==> src/rtl/deadlock_origin_arbiter_pkg.sv <==
// Shared types and sizing helpers for the deadlock origin arbiter.
// Holds the FSM state encoding, the report index width function and the dl_count width.
package deadlock_origin_arbiter_pkg;

  localparam int DL_COUNT_W = 8;

  typedef enum logic [2:0] {
    ST_IDLE    = 3'd0,
    ST_CONFIRM = 3'd1,
    ST_LOCKED  = 3'd2,
    ST_CLEAR   = 3'd3,
    ST_DRAIN   = 3'd4
  } arb_state_e;

  function automatic int idx_w(input int n);
    int w;
    w = $clog2(n);
    if (w < 1) begin
      return 1;
    end else begin
      return w;
    end
  endfunction

endpackage

==> src/rtl/deadlock_origin_arbiter_prio.sv <==
// Lowest-set-bit priority picker: one-hot of the lowest asserted flag plus its binary index.
// Purely combinational; the top registers whatever it uses.
module dl_prio_onehot
  import deadlock_origin_arbiter_pkg::*;
#(
  parameter int PROC_NUM = 2
) (
  input  logic [PROC_NUM-1:0]           vec,
  output logic [PROC_NUM-1:0]           onehot,
  output logic [idx_w(PROC_NUM)-1:0]    idx
);

  localparam int IDX_W = idx_w(PROC_NUM);

  logic [IDX_W-1:0] idx_s;

  // Two's-complement trick isolates the lowest set bit.
  assign onehot = vec & (~vec + PROC_NUM'(1));

  // Scan from the top so the lowest set bit is the last one written.
  always_comb begin
    idx_s = '0;
    for (int i = PROC_NUM - 1; i >= 0; i--) begin
      idx_s = vec[i] ? IDX_W'(i) : idx_s;
    end
  end

  assign idx = idx_s;

endmodule

==> src/rtl/deadlock_origin_arbiter.sv <==
// Elects one deadlock origin among PROC_NUM suspect flags, confirms it over CONFIRM_CYCLES
// edges, then locks, pulses a token clear and waits for all flags to drop before re-arming.
module deadlock_origin_arbiter
  import deadlock_origin_arbiter_pkg::*;
#(
  parameter int PROC_NUM       = 2,
  parameter int CONFIRM_CYCLES = 4
) (
  input  logic                        clock,
  input  logic                        reset,
  input  logic [PROC_NUM-1:0]         dl_in_vec,
  output logic                        dl_detect_out,
  output logic [PROC_NUM-1:0]         origin,
  output logic                        token_clear,
  output logic                        report_vld,
  output logic [idx_w(PROC_NUM)-1:0]  report_idx,
  output logic [DL_COUNT_W-1:0]       dl_count
);

  localparam int               IDX_W    = idx_w(PROC_NUM);
  localparam logic [7:0]       CONF_MAX = 8'(CONFIRM_CYCLES);
  localparam logic [DL_COUNT_W-1:0] CNT_SAT = 8'd255;

  arb_state_e                state_r, state_nxt_s;
  logic [PROC_NUM-1:0]       cand_r, cand_nxt_s;
  logic [IDX_W-1:0]          cand_idx_r, cand_idx_nxt_s;
  logic [7:0]                conf_cnt_r, conf_cnt_nxt_s;
  logic                      det_r, det_nxt_s;
  logic [PROC_NUM-1:0]       origin_r, origin_nxt_s;
  logic                      tc_r, tc_nxt_s;
  logic                      rv_r, rv_nxt_s;
  logic [IDX_W-1:0]          ridx_r, ridx_nxt_s;
  logic [DL_COUNT_W-1:0]     dl_cnt_r, dl_cnt_nxt_s;

  logic [PROC_NUM-1:0]       pick_onehot_s;
  logic [IDX_W-1:0]          pick_idx_s;

  dl_prio_onehot #(
    .PROC_NUM (PROC_NUM)
  ) u_prio (
    .vec    (dl_in_vec),
    .onehot (pick_onehot_s),
    .idx    (pick_idx_s)
  );

  // Next-state and next-output logic; pulses default low, everything else holds.
  always_comb begin
    state_nxt_s    = state_r;
    cand_nxt_s     = cand_r;
    cand_idx_nxt_s = cand_idx_r;
    conf_cnt_nxt_s = conf_cnt_r;
    det_nxt_s      = det_r;
    origin_nxt_s   = origin_r;
    tc_nxt_s       = 1'b0;
    rv_nxt_s       = 1'b0;
    ridx_nxt_s     = ridx_r;
    dl_cnt_nxt_s   = dl_cnt_r;
    case (state_r)
      ST_IDLE: begin
        if (|dl_in_vec) begin
          state_nxt_s    = ST_CONFIRM;
          cand_nxt_s     = pick_onehot_s;
          cand_idx_nxt_s = pick_idx_s;
          conf_cnt_nxt_s = 8'd1;
        end else begin
          state_nxt_s    = ST_IDLE;
        end
      end
      ST_CONFIRM: begin
        if ((dl_in_vec & cand_r) == '0) begin
          state_nxt_s    = ST_IDLE;
          cand_nxt_s     = '0;
          cand_idx_nxt_s = '0;
          conf_cnt_nxt_s = 8'd0;
        end else if (conf_cnt_r < CONF_MAX) begin
          conf_cnt_nxt_s = conf_cnt_r + 8'd1;
        end else begin
          state_nxt_s  = ST_LOCKED;
          det_nxt_s    = 1'b1;
          origin_nxt_s = cand_r;
          rv_nxt_s     = 1'b1;
          ridx_nxt_s   = cand_idx_r;
          if (dl_cnt_r == CNT_SAT) begin
            dl_cnt_nxt_s = CNT_SAT;
          end else begin
            dl_cnt_nxt_s = dl_cnt_r + 8'd1;
          end
        end
      end
      ST_LOCKED: begin
        state_nxt_s = ST_CLEAR;
        tc_nxt_s    = 1'b1;
      end
      ST_CLEAR: begin
        state_nxt_s = ST_DRAIN;
      end
      ST_DRAIN: begin
        // Re-arm only once every detect unit has let go.
        if (dl_in_vec == '0) begin
          state_nxt_s    = ST_IDLE;
          det_nxt_s      = 1'b0;
          origin_nxt_s   = '0;
          ridx_nxt_s     = '0;
          cand_nxt_s     = '0;
          cand_idx_nxt_s = '0;
          conf_cnt_nxt_s = 8'd0;
        end else begin
          state_nxt_s    = ST_DRAIN;
        end
      end
      default: begin
        state_nxt_s    = ST_IDLE;
        cand_nxt_s     = '0;
        cand_idx_nxt_s = '0;
        conf_cnt_nxt_s = 8'd0;
        det_nxt_s      = 1'b0;
        origin_nxt_s   = '0;
        ridx_nxt_s     = '0;
      end
    endcase
  end

  // State, counter and output registers.
  always_ff @(posedge clock or negedge reset) begin
    if (!reset) begin
      state_r    <= ST_IDLE;
      cand_r     <= '0;
      cand_idx_r <= '0;
      conf_cnt_r <= 8'd0;
      det_r      <= 1'b0;
      origin_r   <= '0;
      tc_r       <= 1'b0;
      rv_r       <= 1'b0;
      ridx_r     <= '0;
      dl_cnt_r   <= '0;
    end else begin
      state_r    <= state_nxt_s;
      cand_r     <= cand_nxt_s;
      cand_idx_r <= cand_idx_nxt_s;
      conf_cnt_r <= conf_cnt_nxt_s;
      det_r      <= det_nxt_s;
      origin_r   <= origin_nxt_s;
      tc_r       <= tc_nxt_s;
      rv_r       <= rv_nxt_s;
      ridx_r     <= ridx_nxt_s;
      dl_cnt_r   <= dl_cnt_nxt_s;
    end
  end

  assign dl_detect_out = det_r;
  assign origin        = origin_r;
  assign token_clear   = tc_r;
  assign report_vld    = rv_r;
  assign report_idx    = ridx_r;
  assign dl_count      = dl_cnt_r;

endmodule

==> config.mk <==
export PLATFORM = sky130hd
export DESIGN_NAME = deadlock_origin_arbiter
export DESIGN_NICKNAME = d
export VERILOG_FILES = /design/src/rtl/deadlock_origin_arbiter_pkg.sv /design/src/rtl/deadlock_origin_arbiter_prio.sv /design/src/rtl/deadlock_origin_arbiter.sv
export SDC_FILE = /design/constraint.sdc
export NUM_CORES = 1
export LEC_CHECK = 0
export CAP_MARGIN = 20
export CORE_MARGIN = 2
export CORE_UTILIZATION = 47
export CTS_CLUSTER_SIZE = 20
export DETAILED_ROUTE_END_ITERATION = 7
export GPL_ROUTABILITY_DRIVEN = 0
export GPL_TIMING_DRIVEN = 0
export PLACE_DENSITY_LB_ADDON = 0.08
export SETUP_SLACK_MARGIN = 0.1
export SYNTH_ARGS = -nofsm -noshare
export SYNTH_HDL_FRONTEND = slang
export SYNTH_SLANG_ARGS = --single-unit
==> constraint.sdc <==
create_clock -name clock -period 4.9 [get_ports clock]
set_input_delay 0.98 -clock clock [delete_from_list [all_inputs] [get_ports clock]]
set_output_delay 0.98 -clock clock [all_outputs]
set_load 0.05 [all_outputs]
==> impl_metrics.tcl, run 1 <==
set metrics [dict create \
    worst_pin_slew_ns 0.631 \
    r2r_start "conf_cnt_r[4]" \
    max-cap-violations 0 \
    synth_flop_cell "dfrtp_1" \
    numCtsBuffers 3 \
    yosys.area.top_type "dfrtp_1" \
    grt_start_max_net_pins 17 \
    clock-sinks 26 \
    drive_gt1_frac 0.119 \
    holdPathStages 1 \
    crit_fanout 9 \
    detailed_place_hpwl_mm 1.88 \
    crit_type "in2reg" \
    grt_pass1_wl_mm 4.42 \
    status "finished clean" \
    ys_seq_area_frac 0.514 \
    setup_slack_ns 2.20 \
    final_cell_mix "dfrtp_1, clkdlybuf4s50_1, inv_1, o21ai_0" \
    grt_usage 0.176 \
    rr_worst_depth 4 \
    finalMaxSlewViolations 0 \
    slowest_stage "clkdlybuf4s50_1" \
    timing.rr.end "conf_cnt_r[0]" \
    synth.area.mux_share 0.0425 \
    rsz0062_at_grt "false" \
    clk_latency_ns 0.32 \
    layout_commonest_cell "dfrtp_1" \
    startpoint_type "input pin" \
    num_io_pins 18 \
    synth_edf_count 0 \
    syn_nets 127 \
    fin_setup_tns_ns 0 \
    yosys.area_share.simple 0.205 \
    drt-total-wl_mm 2.67 \
    antenna_found_initial 0 \
    fin_skew_ns 0.00403 \
    htreeDepth 1 \
    synth_top_area_frac 0.514 \
    place_ws_ns 1.88 \
    drcViolationCount 0 \
    fp.dieArea_mm2 0.00313 \
    via_per_inst 5.96 \
    grt_pass1_vias 930 \
    drtPass1Iterations 4 \
    ys_ff_latch 26 \
    powerDensity_mw_per_mm2 383 \
    num_vias 1031 \
    post_cts_buffers 0 \
    ant_nets 0 \
    synth-compound-area-share 0.180 \
    irDropWorstVdd_v 0.000231 \
    worstPathCellList "clkdlybuf4s50_1, a22oi_2, a211oi_2, nand2_1, o311ai_0" \
    hp-class "reg2reg" \
    relSlewSlack 0.578 \
    fin_nets 150 \
    first_iter_violations 7 \
    clockBufferDepth 2 \
    coreArea_mm2 0.00252 \
    p_leak_nw 0.706 \
    setup_viol_count_final 0 \
    fp.dieW_um 55.9 \
    synth_top_family_by_area "simple AND/OR/NAND/NOR gates" \
    cts_tree "built" \
    synth_warnings 0 \
    ys_types 44 \
    fill_cells 226 \
    clk_pin_slew_worst_paths_ns 0.15 \
    endpoint_kind "flop" \
    post-route-period-util 0.551 \
    hp-start "dl_detect_out" \
    avgRoutedWirePerCell_um 15.4 \
    hold_viol_final 0 \
    hold_buffers 0 \
    clock-root-buffer "clkbuf_4" \
    row_count 18 \
    syn_area_mm2 0.00127 \
    synth_xor_area_frac 0 \
    synth_area_per_cell_um2 10.5 \
    min_period_ns 2.70 \
    antennaDiodeCount 0 \
    grt_remaining_overflow 0 \
    synth-async-reset-ratio 1.00 \
    cp.required_ns 5.12 \
    max_stage_delay_ns 0.60 \
    port_buffers 17 \
    arrival_ns 2.92 \
    netlist_instances 121 \
    yosys.area_share.adder 0.0198 \
    initial_utilization 0.502 \
    max_freq_ghz 0.371 \
    ys_top_cells_by_area "dfrtp_1, o21ai_0, mux2_2, and2_1, and3_1" \
    regToRegSetupSlack_ns 2.95 \
    worstHoldEndpoint "dl_detect_out" \
    cts_resized 0 \
    die_y_um 55.9 \
    syn2layout_area_growth_pct 22.7 \
]
metrics by stage:
stage | hold slack (ns) | util | instance area (um2) | std cells | power (mW)
floorplan | 0.454 | - | 1270 | 121 | 0.389
global placement | 0.461 | 0.584 | 1470 | 168 | 0.441
detailed placement | 0.468 | 0.595 | 1500 | 169 | 0.448
CTS | 0.502 | 0.616 | 1550 | 173 | 0.598
global route | 0.525 | 0.616 | 1550 | 173 | 0.626
finish | 0.499 | 0.616 | 1550 | 173 | 0.595
logic make-up after synthesis:
group,Yosys count
simple gates,45
buf+inv,12
compound gates,31
fa+ha+maj,2
flops,26
mux,5
worst max-delay path: cells and delay by family:
kind                   cells  cell delay (ns)
AND/OR/NAND/NOR            1             0.22
AO/OA/AOI/OAI              3             1.11
buffers and inverters      1             0.60
worst max-delay path by stage:
stage	start	to	slack [ns]	cells past startpoint
3_3_place_gp	dl_in_vec[0]	dl_count[3]	1.86	5
3_5_place_dp	dl_in_vec[0]	dl_count[3]	1.88	5
6_report	dl_in_vec[0]	dl_count[3]	2.20	5
5_1_grt	dl_in_vec[0]	dl_count[3]	2.08	5
4_1_cts	dl_in_vec[0]	dl_count[3]	2.21	5
2_1_floorplan	dl_in_vec[0]	dl_count[7]	2.72	4
cells in the mapped netlist, types with 5 or more instances:
| master | n |
|---|---|
| dfrtp_1 | 26 |
| inv_1 | 7 |
| o21ai_0 | 7 |
| nand2_1 | 6 |
| nor3_1 | 6 |
| and2_1 | 5 |
| and3_1 | 5 |
| nand3_1 | 5 |
| nor2_1 | 5 |
sequential cells by signal (all words and copies together), names as in the netlist:
signal and count:
cand_r 2, conf_cnt_r 8, dl_count 8, dl_detect_out 1
origin 2, report_vld 1, state_r 3, token_clear 1
report_power, final:
group	switching (mW)	leakage [nW]	internal [mW]
clock	0.0663	0.0279	0.0827
combinational	0.117	0.328	0.0685
sequential	0.0202	0.351	0.240
layout make-up:
type                    count  area (um2)  area share
clock inverters             1        30.0      0.0193
inverters                   7        26.3      0.0169
flip-flops and latches     26         651       0.419
plain buffers               5        23.8      0.0153
multi-input cells          83         566       0.364
repair buffers             18         198       0.127
well taps                  30        37.5      0.0242
clock buffers               3        22.5      0.0145
per-layer routing:
| metal | share of wire | track usage |
|---|---|---|
| met1 | 0.51 | 0.254 |
| met2 | 0.45 | 0.276 |
| met3 | 0.033 | 0.0372 |
| met4 | 0.0079 | 0.0408 |
| met5 | 0 | 0 |
Power figures use the tool's default switching activity.
==> inputs of run 2 (changes only) <==
==> constraint.sdc (replaced) <==
create_clock -name clock -period 2.6 [get_ports clock]
set_input_delay 0.52 -clock clock [delete_from_list [all_inputs] [get_ports clock]]
set_output_delay 0.52 -clock clock [all_outputs]
set_load 0.05 [all_outputs]
==> results of run 2 <==
Same layout as run 1 (identical final DEF). Status: finished clean.
Main changes from that run: setup slack after placement 1.88 ns -> 0.0427 ns; setup slack after layout 2.20 ns -> 0.362 ns; register-to-register setup slack 2.95 ns -> 0.65 ns; total power 0.595 mW -> 1.12 mW; worst IR drop on VDD 0.000231 V -> 0.000436 V
==> inputs of run 3 (changes only) <==
--- a/config.mk
+++ b/config.mk
@@ -14,6 +14,7 @@
 export GPL_TIMING_DRIVEN = 0
 export PLACE_DENSITY_LB_ADDON = 0.08
 export SETUP_SLACK_MARGIN = 0.1
+export SKIP_LAST_GASP = 1
 export SYNTH_ARGS = -nofsm -noshare
 export SYNTH_HDL_FRONTEND = slang
 export SYNTH_SLANG_ARGS = --single-unit
==> results of run 3 <==
Same layout as run 1 (identical final DEF). Status: finished clean.
Main changes from that run: setup slack after placement 1.88 ns -> 0.0427 ns; setup slack after layout 2.20 ns -> 0.362 ns; register-to-register setup slack 2.95 ns -> 0.65 ns; total power 0.595 mW -> 1.12 mW; worst IR drop on VDD 0.000231 V -> 0.000436 V
